### config.mk
export PLATFORM = sky130hd
export DESIGN_NAME = song_sequencer_flat
export DESIGN_NICKNAME = d
export VERILOG_FILES = /design/src/rtl/song_sequencer_if.sv /design/src/rtl/song_sequencer.sv /design/src/flat_wrapper.sv
export SDC_FILE = /design/constraint.sdc
export NUM_CORES = 1
export LEC_CHECK = 0
export CAP_MARGIN = 20
export CORE_UTILIZATION = 40
export DETAILED_ROUTE_END_ITERATION = 10
export PLACE_DENSITY_LB_ADDON = 0.12
export RECOVER_POWER = 25
export SYNTH_ARGS = -nofsm -noshare
export SYNTH_HDL_FRONTEND = slang
export SYNTH_SLANG_ARGS = --single-unit
### constraint.sdc
create_clock -name clk -period 4.35 [get_ports clk]
set_clock_uncertainty 0.15 [all_clocks]
set_input_delay 0.6525 -clock clk [delete_from_list [all_inputs] [get_ports clk]]
set_output_delay 0.6525 -clock clk [all_outputs]
set_load 0.05 [all_outputs]
### src/rtl/song_sequencer_if.sv
// Bundle between the song sequencer and its surroundings: transport control, song ROM port and note/tick outputs.
// The master drives start/pause and returns ROM data; the slave is the sequencer.
interface song_sequencer_if #(
    parameter int ADDR_W = 12
);
    logic              start;
    logic              pause;
    logic [33:0]       rom_data;
    logic [ADDR_W-1:0] rom_addr;
    logic              tick;
    logic              note_trigger;
    logic [17:0]       note_data;
    logic [15:0]       song_time;
    logic              playing;
    logic              done;

    modport master (
        output start, pause, rom_data,
        input  rom_addr, tick, note_trigger, note_data, song_time, playing, done
    );

    modport slave (
        input  start, pause, rom_data,
        output rom_addr, tick, note_trigger, note_data, song_time, playing, done
    );
endinterface

### src/rtl/song_sequencer.sv
// Song sequencer: walks a time-stamped song ROM, emitting each note payload once song time reaches its entry time.
// Song time advances by one on every tick, produced by a divider that only runs while playing and not paused.
module song_sequencer #(
    parameter int TICK_DIV = 650000,
    parameter int ADDR_W   = 12
) (
    input  logic                clk,
    input  logic                reset,
    song_sequencer_if.slave     bus
);
    localparam int                DIV_W    = (TICK_DIV > 2) ? $clog2(TICK_DIV) : 1;
    localparam logic [DIV_W-1:0]  DIV_LAST = DIV_W'(TICK_DIV - 1);
    localparam logic [DIV_W-1:0]  DIV_PRE  = DIV_W'(TICK_DIV - 2);
    localparam logic [ADDR_W-1:0] ADDR_MAX = {ADDR_W{1'b1}};
    localparam logic [15:0]       END_MARK = 16'hFFFF;
    localparam logic [15:0]       TIME_MAX = 16'hFFFE;

    typedef enum logic [2:0] {
        IDLE  = 3'd0,
        FETCH = 3'd1,
        LOAD  = 3'd2,
        WAIT  = 3'd3,
        EMIT  = 3'd4,
        DONE  = 3'd5
    } state_t;

    state_t             state_r;
    logic [ADDR_W-1:0]  rom_addr_r;
    logic [DIV_W-1:0]   divider_r;
    logic [15:0]        song_time_r;
    logic [15:0]        entry_time_r;
    logic [17:0]        entry_note_r;
    logic [17:0]        note_data_r;
    logic               tick_r;
    logic               note_trigger_r;
    logic               playing_r;
    logic               done_r;
    logic               end_s;
    logic               advance_s;

    // The divider freezes on the edge that ends the song so no tick coincides with DONE.
    assign end_s     = ((state_r == WAIT) && (entry_time_r == END_MARK)) ||
                       ((state_r == EMIT) && (rom_addr_r == ADDR_MAX));
    assign advance_s = playing_r && !bus.pause && !end_s;

    // Sequencer FSM, tick divider and song clock, all with registered outputs.
    always_ff @(posedge clk or negedge reset) begin
        if (!reset) begin
            state_r        <= IDLE;
            rom_addr_r     <= '0;
            divider_r      <= '0;
            song_time_r    <= 16'h0000;
            entry_time_r   <= 16'h0000;
            entry_note_r   <= 18'h00000;
            note_data_r    <= 18'h00000;
            tick_r         <= 1'b0;
            note_trigger_r <= 1'b0;
            playing_r      <= 1'b0;
            done_r         <= 1'b0;
        end else if (bus.start) begin
            state_r        <= FETCH;
            rom_addr_r     <= '0;
            divider_r      <= '0;
            song_time_r    <= 16'h0000;
            tick_r         <= 1'b0;
            note_trigger_r <= 1'b0;
            playing_r      <= 1'b1;
            done_r         <= 1'b0;
        end else begin
            tick_r         <= 1'b0;
            note_trigger_r <= 1'b0;
            // Tick fires on the step into the terminal count, giving the first tick TICK_DIV cycles after start.
            if (advance_s) begin
                divider_r <= (divider_r == DIV_LAST) ? '0 : divider_r + DIV_W'(1);
                if (divider_r == DIV_PRE) begin
                    tick_r <= 1'b1;
                    if (song_time_r != TIME_MAX) begin
                        song_time_r <= song_time_r + 16'd1;
                    end
                end
            end
            case (state_r)
                IDLE: state_r <= IDLE;
                FETCH: state_r <= LOAD;
                LOAD: begin
                    entry_time_r <= bus.rom_data[33:18];
                    entry_note_r <= bus.rom_data[17:0];
                    state_r      <= WAIT;
                end
                WAIT: begin
                    if (entry_time_r == END_MARK) begin
                        state_r   <= DONE;
                        playing_r <= 1'b0;
                        done_r    <= 1'b1;
                    end else if (song_time_r >= entry_time_r) begin
                        state_r        <= EMIT;
                        note_data_r    <= entry_note_r;
                        note_trigger_r <= 1'b1;
                    end else begin
                        state_r <= WAIT;
                    end
                end
                EMIT: begin
                    if (rom_addr_r == ADDR_MAX) begin
                        state_r   <= DONE;
                        playing_r <= 1'b0;
                        done_r    <= 1'b1;
                    end else begin
                        rom_addr_r <= rom_addr_r + ADDR_W'(1);
                        state_r    <= FETCH;
                    end
                end
                DONE: state_r <= DONE;
                default: begin
                    state_r   <= IDLE;
                    playing_r <= 1'b0;
                    done_r    <= 1'b0;
                end
            endcase
        end
    end

    assign bus.rom_addr     = rom_addr_r;
    assign bus.tick         = tick_r;
    assign bus.note_trigger = note_trigger_r;
    assign bus.note_data    = note_data_r;
    assign bus.song_time    = song_time_r;
    assign bus.playing      = playing_r;
    assign bus.done         = done_r;
endmodule

### src/flat_wrapper.sv
// flat-port wrapper written by rule: the top's interface ports become plain ports
module song_sequencer_flat 
#(
    parameter int TICK_DIV = 650000,
    parameter int ADDR_W   = 12
)
  (clk, reset, bus_start, bus_pause, bus_rom_data, bus_rom_addr, bus_tick, bus_note_trigger, bus_note_data, bus_song_time, bus_playing, bus_done);
  song_sequencer_if #(.ADDR_W(ADDR_W)) bus_i ();
  input  logic clk;
  input  logic reset;
  input wire logic [$bits(bus_i.start)-1:0] bus_start;
  input wire logic [$bits(bus_i.pause)-1:0] bus_pause;
  input wire logic [$bits(bus_i.rom_data)-1:0] bus_rom_data;
  output wire logic [$bits(bus_i.rom_addr)-1:0] bus_rom_addr;
  output wire logic [$bits(bus_i.tick)-1:0] bus_tick;
  output wire logic [$bits(bus_i.note_trigger)-1:0] bus_note_trigger;
  output wire logic [$bits(bus_i.note_data)-1:0] bus_note_data;
  output wire logic [$bits(bus_i.song_time)-1:0] bus_song_time;
  output wire logic [$bits(bus_i.playing)-1:0] bus_playing;
  output wire logic [$bits(bus_i.done)-1:0] bus_done;
  assign bus_i.start = bus_start;
  assign bus_i.pause = bus_pause;
  assign bus_i.rom_data = bus_rom_data;
  assign bus_rom_addr = bus_i.rom_addr;
  assign bus_tick = bus_i.tick;
  assign bus_note_trigger = bus_i.note_trigger;
  assign bus_note_data = bus_i.note_data;
  assign bus_song_time = bus_i.song_time;
  assign bus_playing = bus_i.playing;
  assign bus_done = bus_i.done;
  song_sequencer #(.TICK_DIV(TICK_DIV), .ADDR_W(ADDR_W)) u_core (.clk(clk), .reset(reset), .bus(bus_i));
endmodule
==> impl_summary.md <==
Finish
For this run, the post-layout net count is ~660. Of the cells placed in the final design, the portion with a size suffix greater than 1 is 11.5%. The area used by sequential logic in the layout is about 2700 sq um. The post-synthesis to final-layout area growth is 25.1%.

The filler cells instantiated in the layout total between 1k and 1.5k. The finished cells cover ~6700 sq um. The diode insertion count for antenna repair is 0. In the final layout, the multi-input gates occupy around 2500 sq um.

Setup path
The largest fanout on the critical path is 46. Data on the critical path is required at its endpoint by 4620 ps. The arrival time reported for the critical path endpoint is 3180 ps. The capturing element type of the critical path is an asynchronous set/reset pin. The critical path in this run is classified as in2async. In this run the critical register-to-register path is captured at u_core.bus.note_data[14].

For this design, the slowest cell found on the critical path is clkbuf_1. Setup slack on the worst reg-to-reg path comes out at between 1000 and 1500 ps. The depth of the worst register-to-register path is 7. The element type at the critical path start is an input pin. In this design, the stage delay of the slowest critical-path cell is 1690 ps. Traced cell by cell, the critical path runs through clkbuf_1 -> clkbuf_2.

The number of buffers and inverters on the critical path is 2. Grouping stages by cell kind, the critical path spends the most delay in buffers and inverters. In this run the critical register-to-register path is launched from u_core.bus.song_time[7].

Global route
The first global-routing pass estimated 21.0 mm of wire. The sum of overflow across all layers after global routing is 0. The number of antenna violations at the first check in global routing came to 0.

Global routing used between 10% and 20% of the available tracks across all layers. The largest net degree at the start of global routing is 47. The number of global-route vias before repair was about 4.2k.

Place
The routability congestion estimate is a little over 0.8. The detailed placer's ending HPWL is between 8 and 9 mm. After detailed placement, the total cell area comes to between 6000 and 7000 sq um. Port buffering added 87 buffers.

CTS
CTS built an H-tree with a depth of 3. The clock-pin slew on the worst setup and hold paths is 70 ps. The worst-skew pair later-pin latency is about 350 ps. The clock passes through at most 2 buffers. Clock tree synthesis selected as its root buffer the cell clkbuf_16.

The number of gates resized after CTS was 0. The hold buffer count at cts is 0. The buffers inserted during post-CTS setup optimization is 0. The total clock buffers created by CTS is 9. TritonCTS built the clock tree. The clock net sink count is ~110.

STA
The minimum clock period after layout is just under 3000 ps. Setup violations remaining at the end of the flow were counted as 0. Summed over all failing endpoints, the final setup total negative slack is 0 ps.

The count of endpoints failing hold in the final timing report is 0. The worst-case headroom to the max-slew limit is -61.3%. The share of the clock period used by the worst path is 66.8%. The number of max-slew violations in the final report came to 47.

Derived from the worst setup path, the maximum achievable clock frequency is 344 MHz. For the pin with the worst max-slew slack, the measured transition is roughly 2400 ps. Setup repair after global routing left no endpoint under its margin.

Drt
Dividing the detail-routed wire length by the instance count gives 15.6 um. The first TritonRoute pass finished after 4 iterations. The via count of the routed design is around 4.2k.

The detail route stage leaves a number of antenna-violating nets equal to 0. The post-detailed-routing wire length is between 10 and 15 mm. Dividing the detail-routed via count by the number of cells gives 5.35. For this block, the initial DRC count from the detailed router was roughly 250. The post-route DRC violation count is 0.

Synth
The count of flip-flops with a built-in enable after synthesis is 0. The gate count after technology mapping is 520. In the synthesized netlist the dominant register cell turns out to be dfrtp_1.

Sorting the synthesized cells by how often they occur yields dfrtp_1 (107), nand2_1 (46), o21ai_0 (40). The yosys synthesis warning count is 0. The most frequently used cell type in the post-synthesis netlist is dfrtp_1. Summing every instance area after synthesis gives around 5400 sq um. The share of the synthesized area in the top cell type is 50.0%. The synthesized netlist contains 53 unique library cells.

The proportion of synthesized flip-flops having asynchronous set or reset is 100%. Ranked by total cell area, the synthesized netlist is headed by dfrtp_1 (50%), mux2_2 (8.0%), ha_1 (4.9%). Dividing the synthesized area by the synthesized cell count gives around 10 sq um. For this run, the register share of the synthesized area comes to between 50% and 60%.

The net count after synthesis is 579. Of all cell types, the one taking the most synthesized area is dfrtp_1. The register bit total from synthesis is approximately 110.

Power and ir drop
The analysis attributes to cell leakage a power of between 2 and 3 nW. After layout, the design draws a total of around 2.2 mW. The total power divided by cell area is approximately 330 nW/um^2. Net switching is between 20 and 25% of the power. The power share of the sequential group is 51.9%. The proportion of power drawn by combinational gates is ~11%. The clock network accounts for around 37% of the total power. In this run the power spent charging and discharging nets is about 0.54 mW. The internal portion of the total power is about 1.6 mW. Across the VDD grid, the largest voltage drop is 0.250 mV.

Min path
The startpoint identified for the worst hold timing path is u_core.entry_note_r[13]. The worst hold path terminates at u_core.bus.note_data[13]. The number of cells on the worst hold path is 1.

The path category of the worst min-delay check is reg2reg.

Die
88 I/O pins were placed. The die span in x is about 120 um. The number of placement rows is 41. The height of the chip is roughly 120 um.

The initial standard-cell utilization of the core is about two fifths. The full die area is 13900 sq um. The area of the core region is between 10000 and 15000 sq um.

Run status
The checks that failed: capacitance limit, slew limit. The flow ran to the end, but the final reports show violations.

Flow run
Across the run, the number of max-cap violations was 1.
-- per-stage QoR --
stage / util [%] / hold slack (ps) / setup WS [ps] / std cells
finish: 52.2 / 353 / 1440 / 781
global route: 52.2 / 371 / 776 / 781
CTS: 52.3 / 165 / 1390 / 781
detailed placement: 50.0 / 342 / 1140 / 766
global placement: 50.0 / 333 / 1260 / 766
floorplan: - / 207 / 1480 / 520
-- layer usage --
metal,GRT usage [%],wire (um)
met5,0,0
met2,31.7,5990
met3,4.70,464
met1,23.9,5590
met4,5.85,161
-- sequential cells by signal (all words and copies together) (netlist names), 3 cells and up --
signal,flops
u_core.bus.note_data,18
u_core.bus.rom_addr,12
u_core.bus.song_time,16
u_core.divider_r,20
u_core.entry_note_r,18
u_core.entry_time_r,16
u_core.state_r,3
-- cells by family (layout without fill, tap and decap cells) --
| family | count (synthesis) | in the layout | share of synthesized area, % |
|---|---|---|---|
| mux | 39 | 39 | 8.18 |
| xor+xnor | 19 | 19 | 3.11 |
| flops | 107 | 107 | 50.0 |
| fa+ha+maj | 21 | 21 | 4.91 |
| compound gates | 92 | 92 | 10.5 |
| simple gates | 197 | 197 | 20.0 |
| buf+inv | 45 | 134 | 3.29 |
-- power groups by stage --
stage	clock network (mW)	registers, mW	logic (mW)
final	0.811	1.14	0.240
after detailed placement	0	1.16	0.246
after global placement	0	1.15	0.234
after floorplan	0	1.14	0.150
after CTS	0.841	1.14	0.247
after global routing	0.881	1.15	0.274
-- how the worst max path moves through the flow --
stage	startpoint	to	slack, ps	cells after the start
2_1_floorplan	u_core.bus.song_time[7]	u_core.bus.note_data[0]	1480	8
3_3_place_gp	bus_pause	u_core.divider_r[15]	1260	5
3_5_place_dp	bus_pause	u_core.divider_r[12]	1140	5
4_1_cts	u_core.bus.song_time[7]	u_core.bus.note_data[14]	1390	7
5_1_grt	reset	u_core.bus.note_data[15]	780	2
6_report	reset	u_core.bus.note_data[15]	1440	2
-- cells in the final DEF (no fill, tap or decap), types with 9 or more instances in the layout --
cell	instances
nor2b_1	10
clkdlybuf4s50_1	86
inv_1	25
a21oi_1	19
nor2_1	32
o31ai_1	16
nand3_1	24
dfrtp_1	107
nand4_1	23
ha_1	21
nand2_1	46
o21ai_0	40
xor2_1	14
mux2_2	38
clkbuf_16	9
-- layout make-up --
type | instances | share of cell area (%)
clock buffer | 10 | 3.42
clock inverter | 5 | 0.915
inverter | 25 | 1.40
multi-input combinational | 368 | 37.4
sequential | 107 | 40.0
tap | 172 | 3.21
timing repair buffer | 94 | 13.7
Power figures use the tool's default switching activity.
